--- config.mk ---
export PLATFORM = sky130hd
export DESIGN_NAME = onehot_decoder_seq
export DESIGN_NICKNAME = d
export VERILOG_FILES = /design/src/rtl/onehot_dec_pkg.sv /design/src/rtl/code_fifo.sv /design/src/rtl/onehot_decoder_seq.sv
export SDC_FILE = /design/constraint.sdc
export NUM_CORES = 1
export LEC_CHECK = 0
export CORE_MARGIN = 2
export CORE_UTILIZATION = 57
export CTS_CLUSTER_SIZE = 25
export DETAILED_ROUTE_END_ITERATION = 10
export GPL_TIMING_DRIVEN = 0
export HOLD_SLACK_MARGIN = 0.03
export PLACE_DENSITY = 0.78
export SETUP_SLACK_MARGIN = 0.1
export SKIP_LAST_GASP = 1
export SLEW_MARGIN = 30
export SYNTH_ARGS = -nofsm -noshare
export SYNTH_HDL_FRONTEND = slang
export SYNTH_SLANG_ARGS = --single-unit
--- constraint.sdc ---
create_clock -name clk -period 2.23 [get_ports clk]
set_input_delay 0.446 -clock clk [delete_from_list [all_inputs] [get_ports clk]]
set_output_delay 0.446 -clock clk [all_outputs]
set_load 0.005 [all_outputs]
--- src/rtl/onehot_dec_pkg.sv ---
// onehot_dec_pkg
// Shared definitions for the sequenced 3-to-8 one-hot decoder:
//   - CODE_W / ONEHOT_W : code and strobe widths
//   - dec_state_e       : IDLE / DRIVE / GAP sequencer states
//   - decode3to8()      : bit-reversed code-to-one-hot mapping, the exact
//                         inverse of the team's 8-to-3 encoder
`timescale 1ns/1ps

package onehot_dec_pkg;

  localparam int CODE_W   = 3;
  localparam int ONEHOT_W = 8;

  typedef enum logic [1:0] {
    IDLE  = 2'd0,
    DRIVE = 2'd1,
    GAP   = 2'd2
  } dec_state_e;

  // The encoder emits the one-hot index LSB-first on code[2:0], so the
  // index is recovered by reversing the code bits before shifting.
  function automatic logic [ONEHOT_W-1:0] decode3to8(input logic [CODE_W-1:0] code_in);
    logic [CODE_W-1:0] idx;
    idx        = {code_in[0], code_in[1], code_in[2]};
    decode3to8 = 8'd1 << idx;
  endfunction

endpackage

--- src/rtl/code_fifo.sv ---
// code_fifo
// Small synchronous FIFO holding raw codes for the decoder sequencer.
// Show-ahead read: rd_data always presents the oldest entry.
// Ports:
//   clk, rst_n  : clock, asynchronous active-low reset
//   flush       : synchronous clear; a push on the same edge is discarded
//   push/wr_data: write request and data (ignored when full)
//   pop         : read request (ignored when empty)
//   rd_data     : oldest entry
//   full, empty : occupancy flags
//   count       : number of stored entries (log2(DEPTH)+1 bits)
`timescale 1ns/1ps

module code_fifo
  import onehot_dec_pkg::*;
#(
  parameter int DEPTH = 4,
  parameter int WIDTH = CODE_W
) (
  input  logic                     clk,
  input  logic                     rst_n,
  input  logic                     flush,
  input  logic                     push,
  input  logic [WIDTH-1:0]         wr_data,
  input  logic                     pop,
  output logic [WIDTH-1:0]         rd_data,
  output logic                     full,
  output logic                     empty,
  output logic [$clog2(DEPTH):0]   count
);

  localparam int AW = $clog2(DEPTH);
  localparam int CW = AW + 1;
  localparam logic [AW-1:0] PTR_ONE  = AW'(1);
  localparam logic [CW-1:0] CNT_ONE  = CW'(1);
  localparam logic [CW-1:0] CNT_FULL = CW'(DEPTH);

  logic [WIDTH-1:0] mem_r [DEPTH];
  logic [AW-1:0]    wr_ptr_r;
  logic [AW-1:0]    rd_ptr_r;
  logic [CW-1:0]    count_r;
  logic             push_ok_s;
  logic             pop_ok_s;

  assign full      = (count_r == CNT_FULL);
  assign empty     = (count_r == {CW{1'b0}});
  assign count     = count_r;
  assign rd_data   = mem_r[rd_ptr_r];
  assign push_ok_s = push && !full && !flush;
  assign pop_ok_s  = pop && !empty && !flush;

  // Storage array write port.
  always_ff @(posedge clk or negedge rst_n) begin
    if (!rst_n) begin
      for (int i = 0; i < DEPTH; i++) begin
        mem_r[i] <= {WIDTH{1'b0}};
      end
    end else if (push_ok_s) begin
      mem_r[wr_ptr_r] <= wr_data;
    end
  end

  // Pointers wrap naturally at DEPTH (power of two); count tracks occupancy.
  always_ff @(posedge clk or negedge rst_n) begin
    if (!rst_n) begin
      wr_ptr_r <= {AW{1'b0}};
      rd_ptr_r <= {AW{1'b0}};
      count_r  <= {CW{1'b0}};
    end else if (flush) begin
      wr_ptr_r <= {AW{1'b0}};
      rd_ptr_r <= {AW{1'b0}};
      count_r  <= {CW{1'b0}};
    end else begin
      if (push_ok_s) begin
        wr_ptr_r <= wr_ptr_r + PTR_ONE;
      end
      if (pop_ok_s) begin
        rd_ptr_r <= rd_ptr_r + PTR_ONE;
      end
      case ({push_ok_s, pop_ok_s})
        2'b10:   count_r <= count_r + CNT_ONE;
        2'b01:   count_r <= count_r - CNT_ONE;
        default: count_r <= count_r;
      endcase
    end
  end

endmodule

--- src/rtl/onehot_decoder_seq.sv ---
// onehot_decoder_seq
// Sequenced 3-to-8 decoder. Codes arrive over a valid/ready handshake,
// are queued in code_fifo, and each is replayed as a one-hot strobe on y
// for HOLD cycles followed by one all-zero cycle.
// Parameters:
//   HOLD  : cycles each one-hot value is driven (1..255)
//   DEPTH : code FIFO depth (power of two, >= 2)
// Ports:
//   clk, rst_n : clock, asynchronous active-low reset
//   code       : 3-bit code (bit-reversed index)
//   code_valid : code present this cycle
//   code_ready : FIFO not full (combinational from FIFO count only)
//   y          : registered one-hot strobe, zero when not driving
//   busy       : registered; high in DRIVE/GAP or while codes are queued
//   flush      : present only when DEC_FLUSH_EN is defined; synchronous
//                active-high clear of FIFO, strobe and sequencer
`timescale 1ns/1ps

module onehot_decoder_seq
  import onehot_dec_pkg::*;
#(
  parameter int HOLD  = 4,
  parameter int DEPTH = 4
) (
  input  logic                clk,
  input  logic                rst_n,
  input  logic [CODE_W-1:0]   code,
  input  logic                code_valid,
  output logic                code_ready,
  output logic [ONEHOT_W-1:0] y,
  output logic                busy
`ifdef DEC_FLUSH_EN
  ,
  input  logic                flush
`endif
);

  localparam int AW = $clog2(DEPTH);
  localparam int CW = AW + 1;
  localparam logic [7:0]    HOLD_M1 = 8'(HOLD - 1);
  localparam logic [CW-1:0] CNT_ONE = CW'(1);

  logic                flush_s;
  logic                push_s;
  logic                pop_s;
  logic                fifo_full_s;
  logic                fifo_empty_s;
  logic [CW-1:0]       fifo_count_s;
  logic [CODE_W-1:0]   fifo_data_s;
  logic [CW-1:0]       count_next_s;

  dec_state_e          state_r;
  dec_state_e          state_next_s;
  logic [ONEHOT_W-1:0] y_r;
  logic [ONEHOT_W-1:0] y_next_s;
  logic [7:0]          hcnt_r;
  logic [7:0]          hcnt_next_s;
  logic                busy_r;
  logic                busy_next_s;

`ifdef DEC_FLUSH_EN
  assign flush_s = flush;
`else
  assign flush_s = 1'b0;
`endif

  assign code_ready = !fifo_full_s;
  assign push_s     = code_valid && !fifo_full_s;
  assign y          = y_r;
  assign busy       = busy_r;

  code_fifo #(
    .DEPTH (DEPTH),
    .WIDTH (CODE_W)
  ) u_fifo (
    .clk     (clk),
    .rst_n   (rst_n),
    .flush   (flush_s),
    .push    (push_s),
    .wr_data (code),
    .pop     (pop_s),
    .rd_data (fifo_data_s),
    .full    (fifo_full_s),
    .empty   (fifo_empty_s),
    .count   (fifo_count_s)
  );

  // Sequencer next-state, strobe and hold-counter logic.
  always_comb begin
    state_next_s = state_r;
    y_next_s     = y_r;
    hcnt_next_s  = hcnt_r;
    pop_s        = 1'b0;
    if (flush_s) begin
      state_next_s = IDLE;
      y_next_s     = 8'h00;
      hcnt_next_s  = 8'd0;
    end else begin
      case (state_r)
        // IDLE and GAP both launch the next queued code; GAP falls back
        // to IDLE when nothing is waiting.
        IDLE, GAP: begin
          if (!fifo_empty_s) begin
            pop_s        = 1'b1;
            y_next_s     = decode3to8(fifo_data_s);
            hcnt_next_s  = HOLD_M1;
            state_next_s = DRIVE;
          end else begin
            y_next_s     = 8'h00;
            state_next_s = IDLE;
          end
        end
        DRIVE: begin
          if (hcnt_r != 8'd0) begin
            hcnt_next_s = hcnt_r - 8'd1;
          end else begin
            y_next_s     = 8'h00;
            state_next_s = GAP;
          end
        end
        default: begin
          state_next_s = IDLE;
          y_next_s     = 8'h00;
          hcnt_next_s  = 8'd0;
        end
      endcase
    end
  end

  // Post-edge FIFO occupancy, so busy can be registered without lagging.
  always_comb begin
    count_next_s = fifo_count_s;
    if (flush_s) begin
      count_next_s = {CW{1'b0}};
    end else begin
      case ({push_s, pop_s})
        2'b10:   count_next_s = fifo_count_s + CNT_ONE;
        2'b01:   count_next_s = fifo_count_s - CNT_ONE;
        default: count_next_s = fifo_count_s;
      endcase
    end
    busy_next_s = (state_next_s != IDLE) || (count_next_s != {CW{1'b0}});
  end

  // Sequencer state, strobe, hold counter and busy registers.
  always_ff @(posedge clk or negedge rst_n) begin
    if (!rst_n) begin
      state_r <= IDLE;
      y_r     <= 8'h00;
      hcnt_r  <= 8'd0;
      busy_r  <= 1'b0;
    end else begin
      state_r <= state_next_s;
      y_r     <= y_next_s;
      hcnt_r  <= hcnt_next_s;
      busy_r  <= busy_next_s;
    end
  end

endmodule
==> parameters.txt <==
Parameter                              Value

Job
  Number of maximum-capacitance constraint violations ... 0

Setup path
  Maximum fanout count along the critical path ... 10
  Cells along the critical path ... inv_1, ha_1, nand2_1, and2_1, clkbuf_4, ha_1, o21a_1, a2111oi_2, o211ai_1
  Top cell by count, worst path ... ha_1
  Largest delay contributor family on the critical path ... compound AO/OA/AOI/OAI gates
  Levels on crit path ... 9
  CP Buf/Inv Count ... 2
  Classification of the worst setup path ... reg2reg
  Cell at the slowest stage of the critical path ... dfrtp_1
  Worst path max stage delay ... 0.41 ns
  Critical path startpoint category ... register
  Required time reported for the critical path endpoint ... 2.45 ns
  Logic depth of the worst register-to-register path ... 9
  Crit path capture type ... register
  Arrival @ worst endpoint ... 2.24 ns

Final layout
  Area delta synth->final ... 19.4%
  Multi-input combinational cell area ... 966 um2
  Number of inserted filler cells in the final layout ... 248
  Layout cells sized above 1 ... 21.1%
  Count of inserted antenna diode cells ... 0
  FF/Latch Area ... 951 um2
  Final net count ... 216
  Count of placed standard cells in the final layout, fillers left out ... 245
  Final standard cell utilization of the core ... 70.6%

Clocking
  Clock transition at the registers of the reported paths ... 0.13 ns
  TritonCTS sink count ... 38
  Buffer depth of the longest clock path ... 2
  H-tree depth reported by CTS ... 2
  Clock tree from TritonCTS ... built
  CTS Buf Count ... 5
  Root cell of the clock tree ... clkbuf_4
  Skew-Pair Late Insertion Delay ... 0.36 ns

Synth
  Top post-synthesis cells by count ... 38 x dfrtp_1, 17 x nand2_1, 12 x ha_1, 12 x mux2_2, 11 x inv_1
  Library cells used by synthesis ... 42
  Predominant post-synthesis flop cell ... dfrtp_1
  Post-synthesis register bit count ... 38
  Dominant cells by area after synthesis ... dfrtp_1 48%, ha_1 7.6%, mux2_2 6.9%, mux4_2 3.4%, nand2_1 3.2%
  FFs w/ async S/R, synth ... 100%
  Synthesis warning total ... 0
  Sequential cell area fraction in the yosys report ... 48.2%
  Number of enable flip-flop cells after synthesis ... 0
  Area of the mapped netlist ... 1970 um2
  Number of cells produced by synthesis ... 172
  Post-Synthesis Net Count ... 190
  Count leader, synth ... dfrtp_1
  Fraction of post-synthesis cell area in the top cell type by area ... 48.2%
  Post-synthesis cell type with the largest combined area ... dfrtp_1
  Mean instance size in the synthesized netlist ... 11.5 um2

Drt
  Total Wirelength ... 3990 um
  Iteration count of the initial detailed-routing pass ... 4
  Vias ... 1410
  Remaining number of nets flagged by the antenna check after routing ... 0
  1st-iter DRT viols ... 109
  Average vias per placed instance ... 5.76
  Detailed-route wire length per cell ... 16.3 um
  Residual DRC count ... 0

Hold path
  Worst hold-check path type ... reg2reg
  Instance count along the most critical hold path ... 1

Status
  Outcome ... completed

Placement
  HPWL after detailed placement ... 2830 um
  Gp weighted congestion ... 0.855
  Number of placed instances with taps included ... 234
  Number of I/O port buffers ... 15
  Post-Place Worst Slack ... 0.0239 ns

Floorplan
  Die area ... 3950 um2
  Total I/O pin count ... 16
  Die boundary width ... 62.8 um
  Row count ... 21
  Initial Utilization ... 59.1%
  Vertical die dimension ... 62.8 um
  Area of the core region ... 3340 um2

GRT
  Vias in the first global route ... 1515
  Overall overflow remaining after global route ... 0
  Antenna violations before repair ... 0
  First-pass GRT wire length ... 6910 um
  GRT Resource Usage Total ... 22.7%
  Pin count of the biggest net entering global routing ... 22

STA
  Total setup violations reported at the end of the flow ... 0
  Share of the cycle needed by the critical path after routing ... 90.6%
  Worst Tran Pin Value ... 0.502 ns
  Shortest period the worst path allows ... 2.02 ns
  Unrepaired setup endpoints after global routing ... no
  Setup ws final ... 0.210 ns
  Clk_skew ... 0.0148 ns
  Maximum operating frequency ... 495 MHz
  Tightest slew margin relative to the limit ... 66.4%
  Worst-case hold slack ... 0.501 ns
  Endpoints failing hold ... 0
  Final number of max-transition violations ... 0

Pwr
  IR drop worst, VDD ... 823 uV
  PD cells ... 1530 nW/um2
  Total Power ... 3.61 mW
  Pleak ... 1.07 nW
layer usage:
layer  part of all wire (%)  global-route usage, %  wire length [um]
met2                     54                   40.2              2150
met5                      0                      0                 0
met4                    1.6                   9.72                65
met1                     41                   26.0              1640
met3                    3.4                   5.77               135
placed cells by master, fill, tap and decap left out, types with 3 or more instances in the layout:
master | netlist | final
dfrtp_1 | 38 | 38
nand2_1 | 17 | 17
clkdlybuf4s50_1 | 0 | 14
mux2_2 | 12 | 12
ha_1 | 12 | 12
inv_1 | 11 | 11
o21ai_0 | 10 | 10
nor2_1 | 10 | 10
xnor2_1 | 7 | 7
clkbuf_4 | 0 | 6
a21o_1 | 3 | 3
buf_4 | 0 | 3
mux4_2 | 3 | 3
o2bb2ai_1 | 3 | 3
a31oi_1 | 3 | 3
nor3_1 | 3 | 3
a21oi_1 | 3 | 3
cell type report:
class	count	area share, %
multi-input combinational	118	41.0
sequential	38	40.4
timing repair buffer	19	8.40
clock inverter	3	2.92
tap	46	2.44
inverter	11	1.75
clock buffer	5	1.59
buffer	5	1.49
worst register-to-register path, cell delays in order (launching register included):
cell and delay, ns:
dfrtp_1 0.41, inv_1 0.08, ha_1 0.18, nand2_1 0.07
and2_1 0.15, clkbuf_4 0.18, ha_1 0.21, o21a_1 0.13
a2111oi_2 0.35, o211ai_1 0.14
kinds of logic (layout without fill, tap and decap cells):
family                     after synthesis  count (layout)  synth area share, %
xor gates and xnor gates                 8               8                 3.55
AOI/OAI and AO/OA                       33              33                 11.6
buffers and inverters                   16              43                 3.62
adders and majority gates               12              12                 7.61
and+or+nand+nor                         48              48                 14.1
muxes                                   17              17                 11.3
DFF                                     38              38                 48.2
where the power goes:
part / switching, mW / internal [mW]
registers: 0.230 / 0.988
clock network: 0.244 / 0.350
logic: 0.911 / 0.891
stage by stage:
step                TNS (ns)  instance area, um2
floorplan                  0                1970
global placement       -5.03                2180
detailed placement         0                2200
CTS                        0                2330
global route               0                2350
finish                     0                2350
state kept, by name, indices dropped and copies added, names as in the netlist:
| register | flops |
|---|---|
| u_fifo.mem_r | 12 |
| state_r | 2 |
| hcnt_r | 8 |
| u_fifo.wr_ptr_r | 2 |
| u_fifo.count | 3 |
| u_fifo.rd_ptr_r | 2 |
| busy | 1 |
| y | 8 |
worst paths after layout:
kind | from | end | slack [ns]
min | y[1] | y[1] | 0.50
max reg2reg | u_fifo.count[1] | busy | 0.21
min in group asynchronous | rst_n | hcnt_r[6] | 0.56
max | u_fifo.count[1] | busy | 0.21
max in group asynchronous | rst_n | u_fifo.mem_r[6] | 1.19
min reg2reg | y[1] | y[1] | 0.50
timing repair:
item	in CTS	in global routing
setup buffers	1	1
endpoints found under the setup margin	2	4
gates resized for setup	1	5
hold endpoints to repair	7	0
hold buffers	1	0
(Power assumes the default switching activity.)
